`src/rtl/mem_lane_arbiter.sv`:
```
// Memory-stage lane arbiter: takes one batch of up to NUM_LANES load/store ops
// from the EX/Mem register and serialises them, lowest lane first, onto a
// single-port Dcache request/grant/response interface. The pipeline is stalled
// until the batch retires. Load results are returned per lane, and misaligned
// accesses are flagged and never issued.
module mem_lane_arbiter #(
    parameter int unsigned NUM_LANES  = 2,
    parameter int unsigned DATA_WIDTH = 32,
    parameter int unsigned ADDR_WIDTH = 32
) (
    input  logic                             clk,
    input  logic                             rst_n,
    input  logic [NUM_LANES-1:0]             ex_valid,
    input  logic [NUM_LANES-1:0]             ex_ld,
    input  logic [NUM_LANES-1:0]             ex_st,
    input  logic [2*NUM_LANES-1:0]           ex_width,
    input  logic [NUM_LANES-1:0]             ex_sign,
    input  logic [ADDR_WIDTH*NUM_LANES-1:0]  ex_addr,
    input  logic [DATA_WIDTH*NUM_LANES-1:0]  ex_wdata,
    input  logic                             flush,
    output logic                             dc_req,
    output logic                             dc_we,
    output logic [1:0]                       dc_width,
    output logic                             dc_sign,
    output logic [ADDR_WIDTH-1:0]            dc_addr,
    output logic [DATA_WIDTH-1:0]            dc_wdata,
    input  logic                             dc_gnt,
    input  logic                             dc_rvalid,
    input  logic [DATA_WIDTH-1:0]            dc_rdata,
    output logic                             mem_stall,
    output logic                             mem_done,
    output logic [DATA_WIDTH*NUM_LANES-1:0]  mem_rdata,
    output logic [NUM_LANES-1:0]             mem_misalign
);

    localparam int unsigned IdxW = (NUM_LANES > 1) ? $clog2(NUM_LANES) : 1;

    typedef enum logic [1:0] {
        StIdle,
        StReq,
        StWait,
        StDone
    } state_e;

    state_e                          state_q;
    logic [NUM_LANES-1:0]            pending_q;
    logic                            cancel_q;
    logic [DATA_WIDTH*NUM_LANES-1:0] rdata_q;

    logic [NUM_LANES-1:0]            eligible;
    logic [NUM_LANES-1:0]            sel_oh;
    logic [NUM_LANES-1:0]            pending_next;
    logic [IdxW-1:0]                 sel_idx;

    logic [1:0]                      lane_width [NUM_LANES];
    logic [ADDR_WIDTH-1:0]           lane_addr  [NUM_LANES];
    logic [DATA_WIDTH-1:0]           lane_wdata [NUM_LANES];

    // Per-lane field unpacking plus alignment decode.
    for (genvar g = 0; g < NUM_LANES; g++) begin : g_lane
        logic mem_op;
        logic bad_align;

        assign lane_width[g] = ex_width[2*g +: 2];
        assign lane_addr[g]  = ex_addr[ADDR_WIDTH*g +: ADDR_WIDTH];
        assign lane_wdata[g] = ex_wdata[DATA_WIDTH*g +: DATA_WIDTH];

        assign mem_op    = ex_valid[g] & (ex_ld[g] | ex_st[g]);
        assign bad_align = ((lane_width[g] == 2'b01) & lane_addr[g][0])
                         | ((lane_width[g] == 2'b10) & (lane_addr[g][1:0] != 2'b00))
                         |  (lane_width[g] == 2'b11);

        assign mem_misalign[g] = mem_op & bad_align;
        assign eligible[g]     = mem_op & ~bad_align;
    end

    // Lowest pending lane wins; pending only changes on grant/response, so the
    // selection (and therefore the request fields) is stable while waiting.
    always_comb begin
        sel_idx = '0;
        for (int i = NUM_LANES - 1; i >= 0; i--) begin
            if (pending_q[i]) begin
                sel_idx = IdxW'(i);
            end
        end
    end

    assign sel_oh       = pending_q & (~pending_q + NUM_LANES'(1));
    assign pending_next = pending_q & ~sel_oh;

    // Dcache request fields and pipeline stall, decoded from the current state.
    always_comb begin
        dc_req    = 1'b0;
        dc_we     = 1'b0;
        dc_width  = 2'b00;
        dc_sign   = 1'b0;
        dc_addr   = '0;
        dc_wdata  = '0;
        mem_stall = 1'b0;
        unique case (state_q)
            StIdle: begin
                mem_stall = (|eligible) & ~flush;
            end
            StReq: begin
                // Flush gates the request in the same cycle so a grant cannot land.
                dc_req    = ~flush;
                dc_we     = ex_st[sel_idx];
                dc_width  = lane_width[sel_idx];
                dc_sign   = ex_sign[sel_idx];
                dc_addr   = lane_addr[sel_idx];
                dc_wdata  = lane_wdata[sel_idx];
                mem_stall = 1'b1;
            end
            StWait: begin
                mem_stall = 1'b1;
            end
            StDone: begin
                mem_stall = 1'b0;
            end
        endcase
    end

    assign mem_done  = (state_q == StDone);
    assign mem_rdata = rdata_q;

    // Batch sequencing: capture, issue, collect responses, retire or cancel.
    always_ff @(posedge clk or negedge rst_n) begin
        if (!rst_n) begin
            state_q   <= StIdle;
            pending_q <= '0;
            cancel_q  <= 1'b0;
            rdata_q   <= '0;
        end else begin
            unique case (state_q)
                StIdle: begin
                    if ((|eligible) && !flush) begin
                        pending_q <= eligible;
                        rdata_q   <= '0;
                        cancel_q  <= 1'b0;
                        state_q   <= StReq;
                    end
                end
                StReq: begin
                    if (flush) begin
                        pending_q <= '0;
                        state_q   <= StIdle;
                    end else if (dc_gnt) begin
                        if (ex_ld[sel_idx]) begin
                            state_q <= StWait;
                        end else begin
                            pending_q <= pending_next;
                            state_q   <= (pending_next == '0) ? StDone : StReq;
                        end
                    end
                end
                StWait: begin
                    if (dc_rvalid) begin
                        if (cancel_q || flush) begin
                            // Response consumed but discarded; batch is abandoned.
                            pending_q <= '0;
                            cancel_q  <= 1'b0;
                            state_q   <= StIdle;
                        end else begin
                            for (int i = 0; i < NUM_LANES; i++) begin
                                if (sel_oh[i]) begin
                                    rdata_q[DATA_WIDTH*i +: DATA_WIDTH] <= dc_rdata;
                                end
                            end
                            pending_q <= pending_next;
                            state_q   <= (pending_next == '0) ? StDone : StReq;
                        end
                    end else if (flush) begin
                        cancel_q <= 1'b1;
                    end
                end
                StDone: begin
                    state_q <= StIdle;
                end
            endcase
        end
    end

    // A lane must never be both a load and a store.
    a_ld_st_exclusive: assert property (@(posedge clk) disable iff (!rst_n)
        !(|(ex_valid & ex_ld & ex_st)));

endmodule
```
`config.mk`:
```
export PLATFORM = sky130hd
export DESIGN_NAME = mem_lane_arbiter
export DESIGN_NICKNAME = d
export VERILOG_FILES = /design/src/rtl/mem_lane_arbiter.sv
export SDC_FILE = /design/constraint.sdc
export NUM_CORES = 1
export LEC_CHECK = 0
export BUFFER_PORTS_ARGS = -buffer_cell sky130_fd_sc_hd__buf_2
export CORE_AREA = 2 2 123 125
export CTS_CLUSTER_SIZE = 14
export DETAILED_ROUTE_END_ITERATION = 7
export DIE_AREA = 0 0 125 127
export MAX_ROUTING_LAYER = met4
export PLACE_DENSITY = 0.78
export SLEW_MARGIN = 20
export SYNTH_ARGS = -nofsm -noshare
export SYNTH_HDL_FRONTEND = slang
export SYNTH_SLANG_ARGS = --single-unit
```
`constraint.sdc`:
```
create_clock -name clk -period 5.2 [get_ports clk]
set_clock_uncertainty 0.2 [all_clocks]
set_input_delay 0.52 -clock clk [delete_from_list [all_inputs] [get_ports clk]]
set_output_delay 0.52 -clock clk [all_outputs]
set_load 0.05 [all_outputs]
```
==> impl_results.rst <==
.. list-table::
   :header-rows: 1

   * - Metric
     - Value
   * - DRT Wirelength
     - 21100 um
   * - RSZ-0062 raised after global routing
     - false
   * - Slowest stage cell, crit path
     - ha_2
   * - Post-Synthesis Net Count
     - a little over 900
   * - Lkg Pwr
     - between 0.003 and 0.004 uW
   * - Total die area
     - roughly 16000 um^2
   * - Global-route wire length before repair
     - roughly 33000 um
   * - Fill count
     - between 1000 and 1500
   * - Overall overflow remaining after global route
     - 0
   * - Root buf cell
     - clkbuf_16
   * - Delay contributed by the slowest stage of the critical path
     - roughly 0.86 ns
   * - Sinks on the clock net
     - 69
   * - Worst-path cell chain
     - inv_1 -> ha_2 -> a21boi_1 -> buf_2
   * - First-iteration detailed-routing DRC count
     - 579
   * - Buffer count from post-CTS setup fixing
     - 0
   * - Final period utilization
     - between 60 and 70%
   * - Count of final max-slew check failures
     - 0
   * - Launch instance of the worst register-to-register path
     - state_q[0]$_DFFE_PN0P_
   * - P per Cell Area
     - 541 nW/um^2
   * - Critical path fanouts, max
     - 70
   * - Min Clock Period, post-route
     - 3.24 ns
   * - Number of global-route vias before repair
     - about 6200
   * - Max-cap violation count
     - 0
   * - Finish-stage setup viols
     - 0
   * - Gate count after technology mapping
     - 732
   * - Avg Vias per Cell
     - 5.79
   * - Via count
     - approximately 7000
   * - Core Area
     - 14400 um^2
   * - Post-layout power
     - around 4100 uW
   * - Number of nets with antenna violations after routing
     - 0
   * - H-tree level count
     - 3
   * - CTS Hold Bufs
     - 0
   * - Hold Fails Final Rpt
     - 20
   * - # DRC
     - 0
   * - Maximum clock path buffer count
     - 2
   * - First-pass iteration count of the detailed router
     - 5
   * - Warnings from Yosys
     - 0
   * - Clock-pin transition on the worst setup and hold timing paths
     - around 0.060 ns
   * - Max transition margin
     - between 30% and 40%
   * - Synthesis-to-finish area growth
     - 33.2%
   * - Die Span X
     - ~130 um
   * - Maximum resistive drop on vdd
     - about 380 uV
   * - Maximum number of pins on one net before global-route repair
     - 112
   * - CTS-repair resized insts
     - 0
   * - Number of antenna violations at the first check in global routing
     - 3
   * - Starting Density
     - approximately 40%
   * - Multi-input gate area in the final layout
     - around 3700 um^2
   * - Height of the die
     - 127 um
   * - Fin Hold WS
     - -0.00608 ns
   * - CTS tree
     - yes
   * - Placer Congestion
     - ~0.96
   * - Number of nets at the end of the flow
     - 1170
   * - Category of the worst setup path capture point
     - primary output
   * - Violated checks
     - negative hold slack
   * - Avg Cell Area, Syn
     - about 7.8 um^2
   * - Post-synthesis sequential element count
     - just under 70
   * - Launching instance or port of the critical path
     - state_q[1]$_DFFE_PN0P_
   * - Number of distinct library cell variants in the gate-level netlist after synthesis
     - 37
   * - Most common cell after layout, fill and taps aside
     - buf_2
   * - Latest clock arrival within the worst-skew pair
     - 0.33 ns
   * - Overall global routing resource usage
     - 26.2%
   * - Crit Path Class
     - reg2out
   * - Top-level port count
     - between 300 and 400
   * - CP startpoint kind
     - flop
   * - Pin slew with the least headroom to its limit
     - between 1 and 1.5 ns
   * - Setup TNS Final
     - 0 ns
   * - Most frequent cells in the layout
     - buf_2, nand2_1, dfrtp_1
   * - CP Data Required Time
     - ~4.5 ns
   * - Result of the run
     - finished with violations
   * - Signal arrival time at the worst endpoint
     - 2.52 ns
   * - Number of placement rows
     - 44
   * - Detail Placement HPWL
     - 14600 um
   * - Wirelength per Cell
     - between 15 and 20 um
   * - Fraction of the yosys area taken by sequential cells
     - between 30% and 40%
   * - Cell area after synthesis
     - 5740 um^2
   * - Highest attainable clock frequency
     - 309 MHz
   * - Number of buffers added by the clock tree synthesis step
     - 9
   * - PortBufs
     - ~310
   * - Class of the worst hold path
     - in2async
   * - Storage cell area
     - approximately 1700 um^2
   * - Layout cells sized above 1
     - between 30% and 40%
-- power by group --
| group | leakage (uW) | switching, uW | internal, uW | total (uW) |
|---|---|---|---|---|
| Clock | 0.000143 | 238 | 383 | 622 |
| Sequential | 0.000952 | 64.7 | 593 | 657 |
| Combinational | 0.00270 | 2120 | 742 | 2860 |
-- path summary, 6_finish.rpt --
kind | to | slack (ns) | depth (start not counted)
setup / recovery | dc_addr[2] | 1.96 | 4
max in group asynchronous | mem_rdata[60]$_DFFE_PN0P_ | 4.01 | 2
hold reg to reg | mem_rdata[13]$_DFFE_PN0P_ | 0.36 | 1
min in group clk | cancel_q$_DFFE_PN0P_ | 0.36 | 4
hold / removal | mem_rdata[16]$_DFFE_PN0P_ | -0.006 | 1
setup reg to reg | mem_rdata[34]$_DFFE_PN0P_ | 2.50 | 6
-- state kept, by name, indices dropped and copies added, names as in the netlist --
name,flops
mem_rdata,64
cancel_q,1
state_q,2
pending_q,2
-- routing by layer --
layer | vias to the layer above | wire [um] | GRT usage (%)
met4 | 0 | 688 | 9.35
met2 | 371 | 9790 | 40.5
met1 | 3237 | 8730 | 33.5
met3 | 40 | 1910 | 6.78
met5 | - | 0 | -
li1 | 3199 | - | -
-- area by class of cell --
class                   count  area share [%]
multi-input cells         579            48.4
well taps                 184            3.01
clock buffers              12            3.22
inverters                   4           0.196
flip-flops and latches     69            22.6
repair buffers            326            21.8
clock inverters             4           0.622
diodes                      4           0.131
-- worst max-delay path: cells and delay by family, from the launching register on --
kind / cells / cell delay (ns)
flops: 1 / 0.43
compound gates: 1 / 0.42
buf+inv: 2 / 0.43
fa+ha+maj: 1 / 0.86
-- metrics by stage --
stage | setup slack (ns) | util [%] | hold slack, ns | instance area, um^2 | cells
6_report | 1.96 | 53.0 | -0.00608 | 7640 | 1182
5_1_grt | 1.82 | 53.0 | 0.0268 | 7640 | 1181
4_1_cts | 1.98 | 52.9 | 0.190 | 7630 | 1178
3_5_place_dp | 2.34 | 50.9 | 0.350 | 7340 | 1162
3_3_place_gp | 2.35 | 50.9 | 0.344 | 7340 | 1162
2_1_floorplan | 2.40 | - | 0.0244 | 5740 | 732
-- logic make-up (layout without fill, tap and decap cells) --
| family | count (synthesis) | in the layout | share of synthesized area (%) |
|---|---|---|---|
| AO/OA/AOI/OAI | 281 | 281 | 38.1 |
| flip-flops | 69 | 69 | 30.1 |
| multiplexers | 3 | 3 | 0.632 |
| adder cells (fa/ha/maj) | 4 | 4 | 0.872 |
| buffers and inverters | 84 | 346 | 6.15 |
| other | 0 | 4 | 0 |
| AND/OR/NAND/NOR | 291 | 291 | 24.1 |
-- synthesized netlist by cell type (all sizes together) --
master	count	share of area, %
nand2	141	9.2
dfrtp	69	30
a21boi	68	8.9
a21oi	68	5.9
nand2b	66	7.2
nand3	65	5.7
a221o	64	11
a22o	64	9.8
clkbuf	58	3.8
buf	22	2.1
ha	4	0.87
inv	4	0.26
nor2	4	0.26
nor2b	4	0.44
o21ai	4	0.35
nor3	3	0.35
o21bai	3	0.39
a211oi	2	0.44
and2	2	0.22
mux2	2	0.46
nor3b	2	0.35
o21a	2	0.26
or3	2	0.22
a21o	1	0.13
a32o	1	0.17
a32oi	1	0.15
mux2i	1	0.17
nand4	1	0.11
o211ai	1	0.13
o311a	1	0.17
o31ai	1	0.13
or2	1	0.11
Note: power is estimated with default switching activity, not from simulation.
